`src/rtl/gppm_pkg.sv`:
```
// Shared definitions for the GPPM program sequencer: opcodes, instruction
// field positions, ALU function codes understood by the GPPM ALU, and the
// sequencer state encoding.
package gppm_pkg;

    localparam int unsigned INSN_W  = 32;
    localparam int unsigned OP_W    = 4;
    localparam int unsigned REG_AW  = 4;
    localparam int unsigned FN_W    = 4;
    localparam int unsigned IMM12_W = 12;

    // Instruction field LSB positions
    localparam int unsigned OP_LSB  = 28;
    localparam int unsigned RD_LSB  = 24;
    localparam int unsigned RS1_LSB = 20;
    localparam int unsigned RS2_LSB = 16;
    localparam int unsigned FN_LSB  = 12;

    typedef logic [OP_W-1:0] op_t;

    localparam op_t OP_NOP  = 4'h0;
    localparam op_t OP_LI   = 4'h1;
    localparam op_t OP_ALU  = 4'h2;
    localparam op_t OP_ALUI = 4'h3;
    localparam op_t OP_BZ   = 4'h4;
    localparam op_t OP_BNZ  = 4'h5;
    localparam op_t OP_JMP  = 4'h6;
    localparam op_t OP_OUT  = 4'h7;
    localparam op_t OP_HALT = 4'hF;

    // ALU function codes shared with the GPPM ALU
    localparam logic [FN_W-1:0] FN_ADD = 4'h0;
    localparam logic [FN_W-1:0] FN_SUB = 4'h1;
    localparam logic [FN_W-1:0] FN_AND = 4'h2;
    localparam logic [FN_W-1:0] FN_OR  = 4'h3;
    localparam logic [FN_W-1:0] FN_XOR = 4'h4;

    typedef enum logic [2:0] {
        ST_IDLE      = 3'd0,
        ST_FETCH     = 3'd1,
        ST_LOAD      = 3'd2,
        ST_EXEC      = 3'd3,
        ST_IMM_FETCH = 3'd4,
        ST_IMM_LOAD  = 3'd5,
        ST_IMM_EXEC  = 3'd6,
        ST_HALT      = 3'd7
    } state_t;

    // Opcodes 8..E are reserved and halt the sequencer with an error
    function automatic logic is_legal(input op_t op);
        return (op <= OP_OUT) || (op == OP_HALT);
    endfunction

endpackage

```
`src/rtl/gppm_decode.sv`:
```
// Combinational decode of the held instruction word (and LI immediate) into
// GPPM control fields.
// Ports: state/ir/imm in; raddr1, raddr2, waddr, func, wen, wdsrc, constant,
// alusrc, aluconst out.
module gppm_decode
    import gppm_pkg::*;
(
    input  state_t              state,
    input  logic [INSN_W-1:0]   ir,
    input  logic [INSN_W-1:0]   imm,
    output logic [REG_AW-1:0]   raddr1,
    output logic [REG_AW-1:0]   raddr2,
    output logic                wen,
    output logic [REG_AW-1:0]   waddr,
    output logic                wdsrc,
    output logic [FN_W-1:0]     func,
    output logic [INSN_W-1:0]   constant,
    output logic                alusrc,
    output logic [INSN_W-1:0]   aluconst
);

    op_t op;

    always_comb begin
        op       = ir[OP_LSB +: OP_W];
        raddr1   = ir[RS1_LSB +: REG_AW];
        raddr2   = ir[RS2_LSB +: REG_AW];
        waddr    = ir[RD_LSB +: REG_AW];
        func     = ir[FN_LSB +: FN_W];
        aluconst = {{(INSN_W-IMM12_W){ir[IMM12_W-1]}}, ir[IMM12_W-1:0]};
        constant = imm;
        alusrc   = (op == OP_ALUI);
        // Held low in IDLE so every control output is zero out of reset
        wdsrc    = (state != ST_IDLE) && (op != OP_LI);
        // Only LI reaches IMM_EXEC, so that state alone marks its write
        wen      = ((state == ST_EXEC) && ((op == OP_ALU) || (op == OP_ALUI)))
                 || (state == ST_IMM_EXEC);
    end

endmodule

```
`src/rtl/gppm_seq.sv`:
```
// GPPM program sequencer: fetches instructions from a synchronous ROM,
// decodes them into GPPM controls, branches on isZero, captures OUT data.
// Ports: clk, rst_n, start in; busy, halted, err status out; imem_addr out /
// imem_data in; GPPM control outs; isZero/outrdata1 in; out_data/out_valid out.
module gppm_seq
    import gppm_pkg::*;
#(
    parameter int unsigned PC_W = 8
) (
    input  logic                clk,
    input  logic                rst_n,
    input  logic                start,
    output logic                busy,
    output logic                halted,
    output logic                err,
    output logic [PC_W-1:0]     imem_addr,
    input  logic [INSN_W-1:0]   imem_data,
    output logic [REG_AW-1:0]   raddr1,
    output logic [REG_AW-1:0]   raddr2,
    output logic                wen,
    output logic [REG_AW-1:0]   waddr,
    output logic                wdsrc,
    output logic [FN_W-1:0]     func,
    output logic [INSN_W-1:0]   constant,
    output logic                alusrc,
    output logic [INSN_W-1:0]   aluconst,
    input  logic                isZero,
    input  logic [INSN_W-1:0]   outrdata1,
    output logic [INSN_W-1:0]   out_data,
    output logic                out_valid
);

    state_t              state_q, state_d;
    logic [PC_W-1:0]     pc_q;
    logic [INSN_W-1:0]   ir_q, imm_q, out_data_q;
    logic                out_valid_q, err_q;
    op_t                 op;
    logic [PC_W-1:0]     tgt;

    assign op  = ir_q[OP_LSB +: OP_W];
    assign tgt = ir_q[PC_W-1:0];

    // State register
    always_ff @(posedge clk or negedge rst_n) begin
        if (!rst_n) state_q <= ST_IDLE;
        else        state_q <= state_d;
    end

    // Next-state logic
    always_comb begin
        state_d = state_q;
        case (state_q)
            ST_IDLE:      if (start) state_d = ST_FETCH;
            ST_FETCH:     state_d = ST_LOAD;
            ST_LOAD:      state_d = ST_EXEC;
            ST_EXEC: begin
                if (op == OP_LI)                           state_d = ST_IMM_FETCH;
                else if ((op == OP_HALT) || !is_legal(op)) state_d = ST_HALT;
                else                                       state_d = ST_FETCH;
            end
            ST_IMM_FETCH: state_d = ST_IMM_LOAD;
            ST_IMM_LOAD:  state_d = ST_IMM_EXEC;
            ST_IMM_EXEC:  state_d = ST_FETCH;
            ST_HALT:      if (start) state_d = ST_FETCH;
            default:      state_d = ST_IDLE;
        endcase
    end

    // Status outputs decoded from the state register
    always_comb begin
        busy   = 1'b0;
        halted = 1'b0;
        case (state_q)
            ST_IDLE: ;
            ST_HALT: halted = 1'b1;
            default: busy   = 1'b1;
        endcase
    end

    // pc, instruction/immediate registers, OUT capture and error flag
    always_ff @(posedge clk or negedge rst_n) begin
        if (!rst_n) begin
            pc_q        <= '0;
            ir_q        <= '0;
            imm_q       <= '0;
            out_data_q  <= '0;
            out_valid_q <= 1'b0;
            err_q       <= 1'b0;
        end else begin
            out_valid_q <= 1'b0;
            case (state_q)
                ST_IDLE: if (start) pc_q <= '0;
                ST_LOAD: begin
                    ir_q <= imem_data;
                    pc_q <= pc_q + PC_W'(1);
                end
                ST_EXEC: begin
                    // Branch target overrides the increment done in LOAD
                    case (op)
                        OP_BZ:  if (isZero)  pc_q <= tgt;
                        OP_BNZ: if (!isZero) pc_q <= tgt;
                        OP_JMP: pc_q <= tgt;
                        OP_OUT: begin
                            out_data_q  <= outrdata1;
                            out_valid_q <= 1'b1;
                        end
                        default: ;
                    endcase
                    if (!is_legal(op)) err_q <= 1'b1;
                end
                ST_IMM_LOAD: begin
                    imm_q <= imem_data;
                    pc_q  <= pc_q + PC_W'(1);
                end
                ST_HALT: begin
                    if (start) begin
                        pc_q  <= '0;
                        err_q <= 1'b0;
                    end
                end
                default: ;
            endcase
        end
    end

    assign imem_addr = pc_q;
    assign out_data  = out_data_q;
    assign out_valid = out_valid_q;
    assign err       = err_q;

    gppm_decode u_decode (
        .state    (state_q),
        .ir       (ir_q),
        .imm      (imm_q),
        .raddr1   (raddr1),
        .raddr2   (raddr2),
        .wen      (wen),
        .waddr    (waddr),
        .wdsrc    (wdsrc),
        .func     (func),
        .constant (constant),
        .alusrc   (alusrc),
        .aluconst (aluconst)
    );

endmodule
```
`config.mk`:
```
export PLATFORM = sky130hd
export DESIGN_NAME = gppm_seq
export DESIGN_NICKNAME = d
export VERILOG_FILES = /design/src/rtl/gppm_pkg.sv /design/src/rtl/gppm_decode.sv /design/src/rtl/gppm_seq.sv
export SDC_FILE = /design/constraint.sdc
export NUM_CORES = 1
export LEC_CHECK = 0
export CAP_MARGIN = 20
export CORE_MARGIN = 3
export CORE_UTILIZATION = 48
export CTS_CLUSTER_SIZE = 25
export DETAILED_ROUTE_END_ITERATION = 8
export GPL_TIMING_DRIVEN = 0
export HOLD_SLACK_MARGIN = 0.05
export PLACE_DENSITY = 0.86
export SETUP_SLACK_MARGIN = 0.1
export SLEW_MARGIN = 20
export SYNTH_ARGS = -nofsm -noshare
export SYNTH_HDL_FRONTEND = slang
export SYNTH_HIERARCHICAL = 1
export SYNTH_SLANG_ARGS = --single-unit
```
`constraint.sdc`:
```
create_clock -name clk -period 2.4 [get_ports clk]
set_input_delay 0.72 -clock clk [delete_from_list [all_inputs] [get_ports clk]]
set_output_delay 0.72 -clock clk [all_outputs]
set_load 0.02 [all_outputs]
```
==> results of run 1 <==
==> per-stage QoR <==
stage / area [um^2] / utilization / cells / power [mW]
finish: 7523 / 0.7255 / 807 / 11.27
global route: 7523 / 0.7255 / 807 / 11.98
CTS: 7515 / 0.7247 / 806 / 11.35
detailed placement: 7297 / 0.7037 / 787 / 10.23
global placement: 7268 / 0.7009 / 786 / 9.966
floorplan: 5156 / - / 456 / 7.384
==> worst register-to-register path, cell delays in order (launching register included) <==
cell and delay, ns:
dfrtp_2 0.45, buf_4 0.15, mux2_1 0.32, nor2_2 0.27, a21o_1 0.15, buf_6 0.13
mux2_4 0.30
==> how the worst min path moves through the flow <==
stage | endpoint | slack [ns] | cells past startpoint
3_3_place_gp | ir_q[22] | 0.46 | 2
2_1_floorplan | err | 0.42 | 0
3_5_place_dp | ir_q[21] | 0.46 | 2
5_1_grt | out_data[5] | 0.29 | 1
4_1_cts | out_data[5] | 0.27 | 1
6_report | out_data[5] | 0.26 | 1
==> metal layers <==
metal / part of all wire / routed length [um]
met5: 0 / 0
met3: 0.069 / 871
met1: 0.38 / 4829
met2: 0.54 / 6769
met4: 0.014 / 181
==> cell families (layout without fill, tap and decap cells) <==
| logic type | count (synthesis) | in the layout |
|---|---|---|
| buffers and inverters | 106 | 321 |
| muxes | 67 | 67 |
| adders and majority gates | 1 | 1 |
| and+or+nand+nor | 137 | 137 |
| AOI/OAI and AO/OA | 35 | 35 |
| DFF | 109 | 109 |
| xor gates and xnor gates | 1 | 1 |
==> placed cells by master, fill, tap and decap left out, drive strengths merged, types with 3 or more instances in the layout <==
master / instances
clkdlybuf4s50: 167
dfrtp: 109
nand2: 104
buf: 99
mux2: 67
dlygate4sd2: 23
clkbuf: 19
nor2: 10
inv: 8
a21oi: 7
o22ai: 6
o21ai: 5
a221oi: 4
nand3: 3
o31a: 3
nor3: 3
and3: 3
==> flip-flops by register name, indices dropped and copies added, names as in the netlist <==
register	flops
state_q	3
out_valid	1
imm_q	32
ir_q	32
err	1
out_data	32
imem_addr	8
==> area by class of cell <==
type	instances	area share
well taps	136	0.02262
clock inverters	4	0.009646
flip-flops and latches	109	0.3630
plain buffers	98	0.09546
inverters	8	0.003991
repair buffers	200	0.2619
clock buffers	11	0.01879
multi-input cells	241	0.2245
==> power by group through the flow <==
| stage | clock, mW | combinational (mW) | sequential, mW |
|---|---|---|---|
| 2_1_floorplan | 0 | 3.73 | 3.66 |
| 3_3_place_gp | 0 | 6.63 | 3.34 |
| 3_5_place_dp | 0 | 6.81 | 3.42 |
| 4_1_cts | 1.22 | 6.79 | 3.34 |
| 5_1_grt | 1.29 | 7.24 | 3.46 |
| 6_report | 1.19 | 6.74 | 3.34 |
==> what timing repair did <==
item,CTS,global route
endpoints found under the setup margin,26,3
buffers inserted,4,1
resized for setup,37,4
endpoints found under the hold margin,0,0
==> impl_results.md, run 1 <==
* Critical Path Stages at 3
* Number of distinct library cells after synthesis at 46
* CTS tree: built
* Ys flop type: dfrtp_1
* Syn Std Cell Area at 5156 um^2
* GPL Wtd Cong at 0.8854
* CORE AREA at 10370 um^2
* CP max-delay cell: dfrtp_2
* CP Launch Point: state_q[0]
* Switching Power at 4.365 mW
* GR Util met1 at 0.2481
* Worst Tran Pin Value at between 0.5 and 0.6 ns
* Initial antenna violation count at 0
* Clock Sinks at 109
* Reg2Reg Setup Slack at 0.53 ns
* RR Endpoint: imem_addr[1]
* Switching part of the total at 0.3872
* Flops & latches, synth at 109
* Fin Clk Skew at 0.008907 ns
* Post-synthesis mux area share at 0.1478
* ANT nets after route at 0
* Pre-CTS setup slack at -0.1244 ns
* Pwr/cell area at 1498 nW/um^2
* Grt ovf at 0
* Post-synthesis simple-gate area fraction at 0.1250
* Largest family of logic cells by synthesized area: multiplexers
* Filler cells at between 700 and 800
* Die Y at 109.6 um
* Drc violations at 0
* CP delay by family, top: buffers and inverters
* First-pass GRT wire length at about 20 mm
* Buf/Inv on CP at 2
* Io pins at 195
* CTS clk-pin slew, worst paths at around 0.09 ns
* GR peak layer: met2
* Crit path max fanout at 10
* Syn nets at 525
* Adder-cell area share of the yosys netlist at 0.002427
* Crit Reg-Reg Startpoint: state_q[0]
* Die area at 12020 um^2
* Seq/Total Area, Yosys at 0.5290
* Final Max Tran Viols at 0
* Setup repair after global routing missed its margin: yes
* Static Leak at approximately 3.5 nW
* DR iter-0 viols at 157
* Slew headroom at 0.6509
* Setup violators final at 0
* Max-cap violations at 0
* Area grow syn2layout at 45.91%
* CTS max path bufs at 2
* Vias in the first global route at between 4000 and 5000
* Hold crit path type: in -> async
* Count of final hold-check violations at 0
* Gr usage total at 0.2112
* Top post-synthesis cells by area: dfrtp_1 53%, mux2_2 13%, buf_4 12%
* Setup_tns at 0 ns
* Most frequent cell after synthesis: dfrtp_1
* Pin count of the biggest net entering global routing at around 70
* Reg2reg path depth at 6
* WL final at 12.65 mm
* CTS HTree Levels at 3
* Yosys warns at 6
* Fraction of registers with async set/reset at 1.000
* Number of synthesized flops with an enable pin at 0
* Cell type with the largest total area after synthesis: dfrtp_1
* Top post-synthesis cells by count: 109 x dfrtp_1, 103 x nand2_1, 81 x buf_4, 60 x mux2_2
* Worst path cell trace: buf_4, and3_2, clkdlybuf4s15_2
* Sequential cell area at 2731 um^2
* Clock latency on the worst-skew pair at 0.36 ns
* IO buf count at about 190
* Critical Path AT at 1.53 ns
* Fin crit share at 0.9356
* Total CTS buffers at 9
* Via density at 4.902
* Post-synthesis compound-gate area fraction at 0.04805
* WL/cell at approximately 16 um
* Seq pwr share at 0.296
* Int Power at 6.907 mW
* Comb pwr share at 0.598
* Worst vdd ir at between 0.7 and 0.8 mV
* Clock Tree Root: clkbuf_8
* Min cycle time layout at 2.245 ns
* Post-cts hold buffer count at 0
* Synth Area in XOR/XNOR at 0.003155
* GR met3 Demand/Resource at 0.04874
* Clock power share at 0.106
* Routed vias at about 4000
* Post-synth top area share at 0.5290
* Fin nets at 736
* Mean post-synth cell area at 11.31 um^2
* Post-Syn Instances at 456
* Run status: complete, no violations
* Multi-input logic area at 1689 um^2
* # rows at 37
* Die X at 109.6 um
* Initial Util at 0.4972
* PnR worst setup slack at approximately 0.15 ns
* CP max stage delay at ~0.45 ns
* Worst setup EP type: output port
* CP startpoint kind: flip-flop
* Hold_ws at 0.2648 ns
* Routing usage on met2 at 0.3849
* Critical path class: reg -> out
* Hpwl dp at around 9.7 mm
* Initial DRT Pass Iterations at 4
* Worst Path Required at between 1.5 and 2 ns
* Critical path endpoint: halted
* Share of layout cells above drive strength 1 at 0.2891
* Ant diodes at 0
* Maximum clock frequency at 0.4454 GHz
No activity file was read; power rests on OpenSTA's default activity.
==> run 2: changes to the inputs <==
CAP_MARGIN = 0   (was 20)
==> results of run 2 <==
No change in the layout: final DEF, timing and power equal those of run 1.
==> run 3: changes to the inputs <==
ABC_AREA = 1   (was unset)
==> run 3 against run 2 <==
  * Non-clock buffer count unchanged
  * Register-to-register slack improved by 0.31 ns
  * Clock skew decreased by 0.0017 ns
  * Sequential power about the same
  * Clock power increased by 25%
  * Critical path type unchanged
  * Critical endpoint is now imem_addr[0]
  * Largest cell class unchanged
==> impl_results.md, run 3 <==
* Worst path cell trace: clkdlybuf4s50_1 (was buf_4, and3_2, clkdlybuf4s15_2)
* Total CTS buffers at 9 (unchanged)
* Pin count of the biggest net entering global routing at 59 (was 69)
* CP max-delay cell: clkdlybuf4s50_1 (was dfrtp_2)
* Number of distinct library cells after synthesis at 25 (was 46)
* Critical path class: reg -> out (unchanged)
* Setup violators final at 0 (unchanged)
* Run status: complete, no violations (unchanged)
* # rows at 37 (unchanged)
* Most frequent cells in the layout: 223 x nand2_1, 167 x clkdlybuf4s50_1, 104 x dfrtp_1 (was 167 x clkdlybuf4s50_1, 106 x dfrtp_1, 103 x nand2_1)
* Multi-input logic area at 1479 um^2 (was 1689 um^2)
* Cell type with the largest total area after synthesis: dfrtp_1 (unchanged)
* Initial antenna violation count at 0 (unchanged)
* Utilization after layout at 0.7286 (was 0.7255)
* ANT nets after route at 0 (unchanged)
* Buf/Inv on CP at 1 (was 2)
* Ant diodes at 0 (unchanged)
* Critical Path AT at 1.49 ns (was 1.53 ns)
* Worst vdd ir at 0.8135 mV (was 0.7736 mV)
* Vias in the first global route at 4530 (was 4113)
* Switching part of the total at 0.4042 (was 0.3872)
* WL/cell at 14.33 um (was 15.68 um)
* Grt ovf at 0 (unchanged)
* Seq pwr share at 0.301 (was 0.296)
* Io pins at 195 (unchanged)
* DR iter-0 viols at 156 (was 157)
* Die Y at 109.1 um (was 109.6 um)
* Clock Sinks at 109 (unchanged)
* WL final at 13.64 mm (was 12.65 mm)
* Filler cells at 778 (was 786)
* Worst Path Required at 1.68 ns (about the same)
* Top post-synthesis cells by area: dfrtp_1 53%, nand2_1 16%, buf_4 12% (was dfrtp_1 53%, mux2_2 13%, buf_4 12%)
* CORE AREA at 10320 um^2 (was 10370 um^2)
* Slew headroom at 0.6700 (was 0.6509)
* Clock latency on the worst-skew pair at 0.36 ns (about the same)
* CTS clk-pin slew, worst paths at 0.10 ns (was 0.09 ns)
* Post-Syn Instances at 602 (was 456)
* Comb pwr share at 0.566 (was 0.598)
* Non-Filler Cell Area, Final at 7522 um^2 (was 7523 um^2)
* Ys flop type: dfrtp_1 (unchanged)
* Maximum clock frequency at 0.4528 GHz (was 0.4454 GHz)
* Hold_ws at 0.2857 ns (was 0.2648 ns)
* CP delay by family, top: buffers and inverters (unchanged)
* Die area at 11910 um^2 (was 12020 um^2)
* Clock Tree Root: clkbuf_8 (unchanged)
* Initial Util at 0.4945 (was 0.4972)
* Total power at 11.22 mW (was 11.27 mW)
* Crit path max fanout at 6 (was 10)
* Crit Reg-Reg Startpoint: state_q[2] (was state_q[0])
* GPL Wtd Cong at 0.8397 (was 0.8854)
* Hpwl dp at 10.50 mm (was 9.651 mm)
* Clock power share at 0.133 (was 0.106)
* Pwr/cell area at 1491 nW/um^2 (was 1498 nW/um^2)
* Worst Tran Pin Value at 0.4950 ns (was 0.5237 ns)
* Static Leak at 3.806 nW (was 3.546 nW)
* Min cycle time layout at 2.209 ns (was 2.245 ns)
* Seq/Total Area, Yosys at 0.5343 (was 0.5290)
* Fin nets at 880 (was 736)
* Die X at 109.1 um (was 109.6 um)
* Top post-synthesis cells by count: 223 x nand2_1, 109 x dfrtp_1, 83 x buf_4, 56 x o21ai_0, 48 x inv_1 (was 109 x dfrtp_1, 103 x nand2_1, 81 x buf_4, 60 x mux2_2)
* Placed cell area at 7246 um^2 (was 7297 um^2)
* Sequential cell area at 2734 um^2 (was 2731 um^2)
* RR Endpoint: ir_q[24] (was imem_addr[1])
* Fin Clk Skew at 0.007232 ns (was 0.008907 ns)
* Mean post-synth cell area at 8.480 um^2 (was 11.31 um^2)
* Commonest non-fill, non-tap cell in the layout: nand2_1 (was clkdlybuf4s50_1)
* Gr usage total at 0.2323 (was 0.2112)
* Post-synth top area share at 0.5343 (was 0.5290)
* Reg2reg path depth at 5 (was 6)
* Most frequent cell after synthesis: nand2_1 (was dfrtp_1)
* Fin crit share at 0.9203 (was 0.9356)
* Drc violations at 0 (unchanged)
* First-pass GRT wire length at 21.70 mm (was 19.94 mm)
* Yosys warns at 6 (unchanged)
* Int Power at 6.684 mW (was 6.907 mW)
* Worst setup EP type: output port (unchanged)
* Share of layout cells above drive strength 1 at 0.1667 (was 0.2891)
* Count of final hold-check violations at 0 (unchanged)
* CTS tree: built (unchanged)
* CTS max path bufs at 2 (unchanged)
* Flops & latches, synth at 109 (unchanged)
* Area grow syn2layout at 47.35% (was 45.91%)
* Syn nets at 671 (was 525)
* IO buf count at 194 (unchanged)
* Final Max Tran Viols at 0 (unchanged)
* CP Launch Point: imem_addr[0] (was state_q[0])
* Number of synthesized flops with an enable pin at 0 (unchanged)
* Max-cap violations at 0 (unchanged)
* Reg2Reg Setup Slack at 0.84 ns (was 0.53 ns)
* Via density at 4.783 (was 4.902)
* Initial DRT Pass Iterations at 4 (unchanged)
* Routed vias at 4553 (was 3956)
* Fraction of registers with async set/reset at 1.000 (unchanged)
* Setup repair after global routing missed its margin: no (was yes)
* CTS HTree Levels at 3 (unchanged)
* CP max stage delay at 0.66 ns (was 0.45 ns)
* Switching Power at 4.534 mW (was 4.365 mW)
* Syn Std Cell Area at 5105 um^2 (was 5156 um^2)
* Hold crit path type: in -> async (unchanged)
* CP startpoint kind: flip-flop (unchanged)
-- run 3: cell types whose count changed after synthesis, moves of 5 or more --
cell	delta
buf_2	+5
buf_6	-5
inv_1	+40
inv_2	+5
mux2_1	-5
mux2_2	-60
nand2_1	+120
nand3_1	+11
o21ai_0	+51
o21ai_1	+15
o22ai_1	-6
-- run 3: layer usage --
layer,global-route usage,vias up,part of all wire
met4,0.07935,0,0.017
met5,0,-,0
met1,0.2807,2157,0.39
met3,0.07164,18,0.092
li1,-,2199,-
met2,0.3939,179,0.50
-- run 3: area by class of cell --
class,instances,share of cell area
Buffer,100,0.09298
Clock buffer,11,0.02013
Clock inverter,5,0.01713
Inverter,53,0.02645
Multi-Input combinational cell,340,0.1966
Sequential cell,109,0.3634
Tap cell,136,0.02262
Timing Repair Buffer,198,0.2606
-- run 3: what timing repair did --
item,4_1_cts,5_1_grt
setup endpoints to repair,26,2
pin swaps,0,0
hold buffers,0,0
gates resized for setup,31,2
buffers inserted,3,0
cloned,0,0
-- run 3: through the flow --
step | instances | setup TNS (ns) | setup WS, ns
2_1_floorplan | 602 | 0 | 0.7836
3_3_place_gp | 932 | -365.45 | -3.357
3_5_place_dp | 933 | 0 | 0.1334
4_1_cts | 952 | 0 | 0.03222
5_1_grt | 952 | 0 | 0.1023
6_report | 952 | 0 | 0.1913
-- run 3: kinds of logic after synthesis --
kind of cell,share of synthesized area
compound gates,0.07524
simple gates,0.2120
fa+ha+maj,0.002451
buf+inv,0.1760
flops,0.5343
-- run 3: worst max-delay path by stage --
stage | slack, ns | cells after the start | endpoint
after floorplan | 0.78 | 4 | wdsrc
after global placement | -3.36 | 1 | out_data[29]
after detailed placement | 0.13 | 2 | aluconst[23]
after CTS | 0.03 | 3 | aluconst[23]
after global routing | 0.10 | 6 | wen
final | 0.19 | 1 | imem_addr[0]
-- run 3: power groups by stage --
stage | sequential (mW) | combinational, mW | clock (mW)
after detailed placement | 3.42 | 6.48 | 0
after CTS | 3.37 | 6.43 | 1.51
final | 3.37 | 6.35 | 1.49
after floorplan | 3.65 | 3.43 | 0
after global placement | 3.36 | 6.31 | 0
after global routing | 3.48 | 6.92 | 1.58
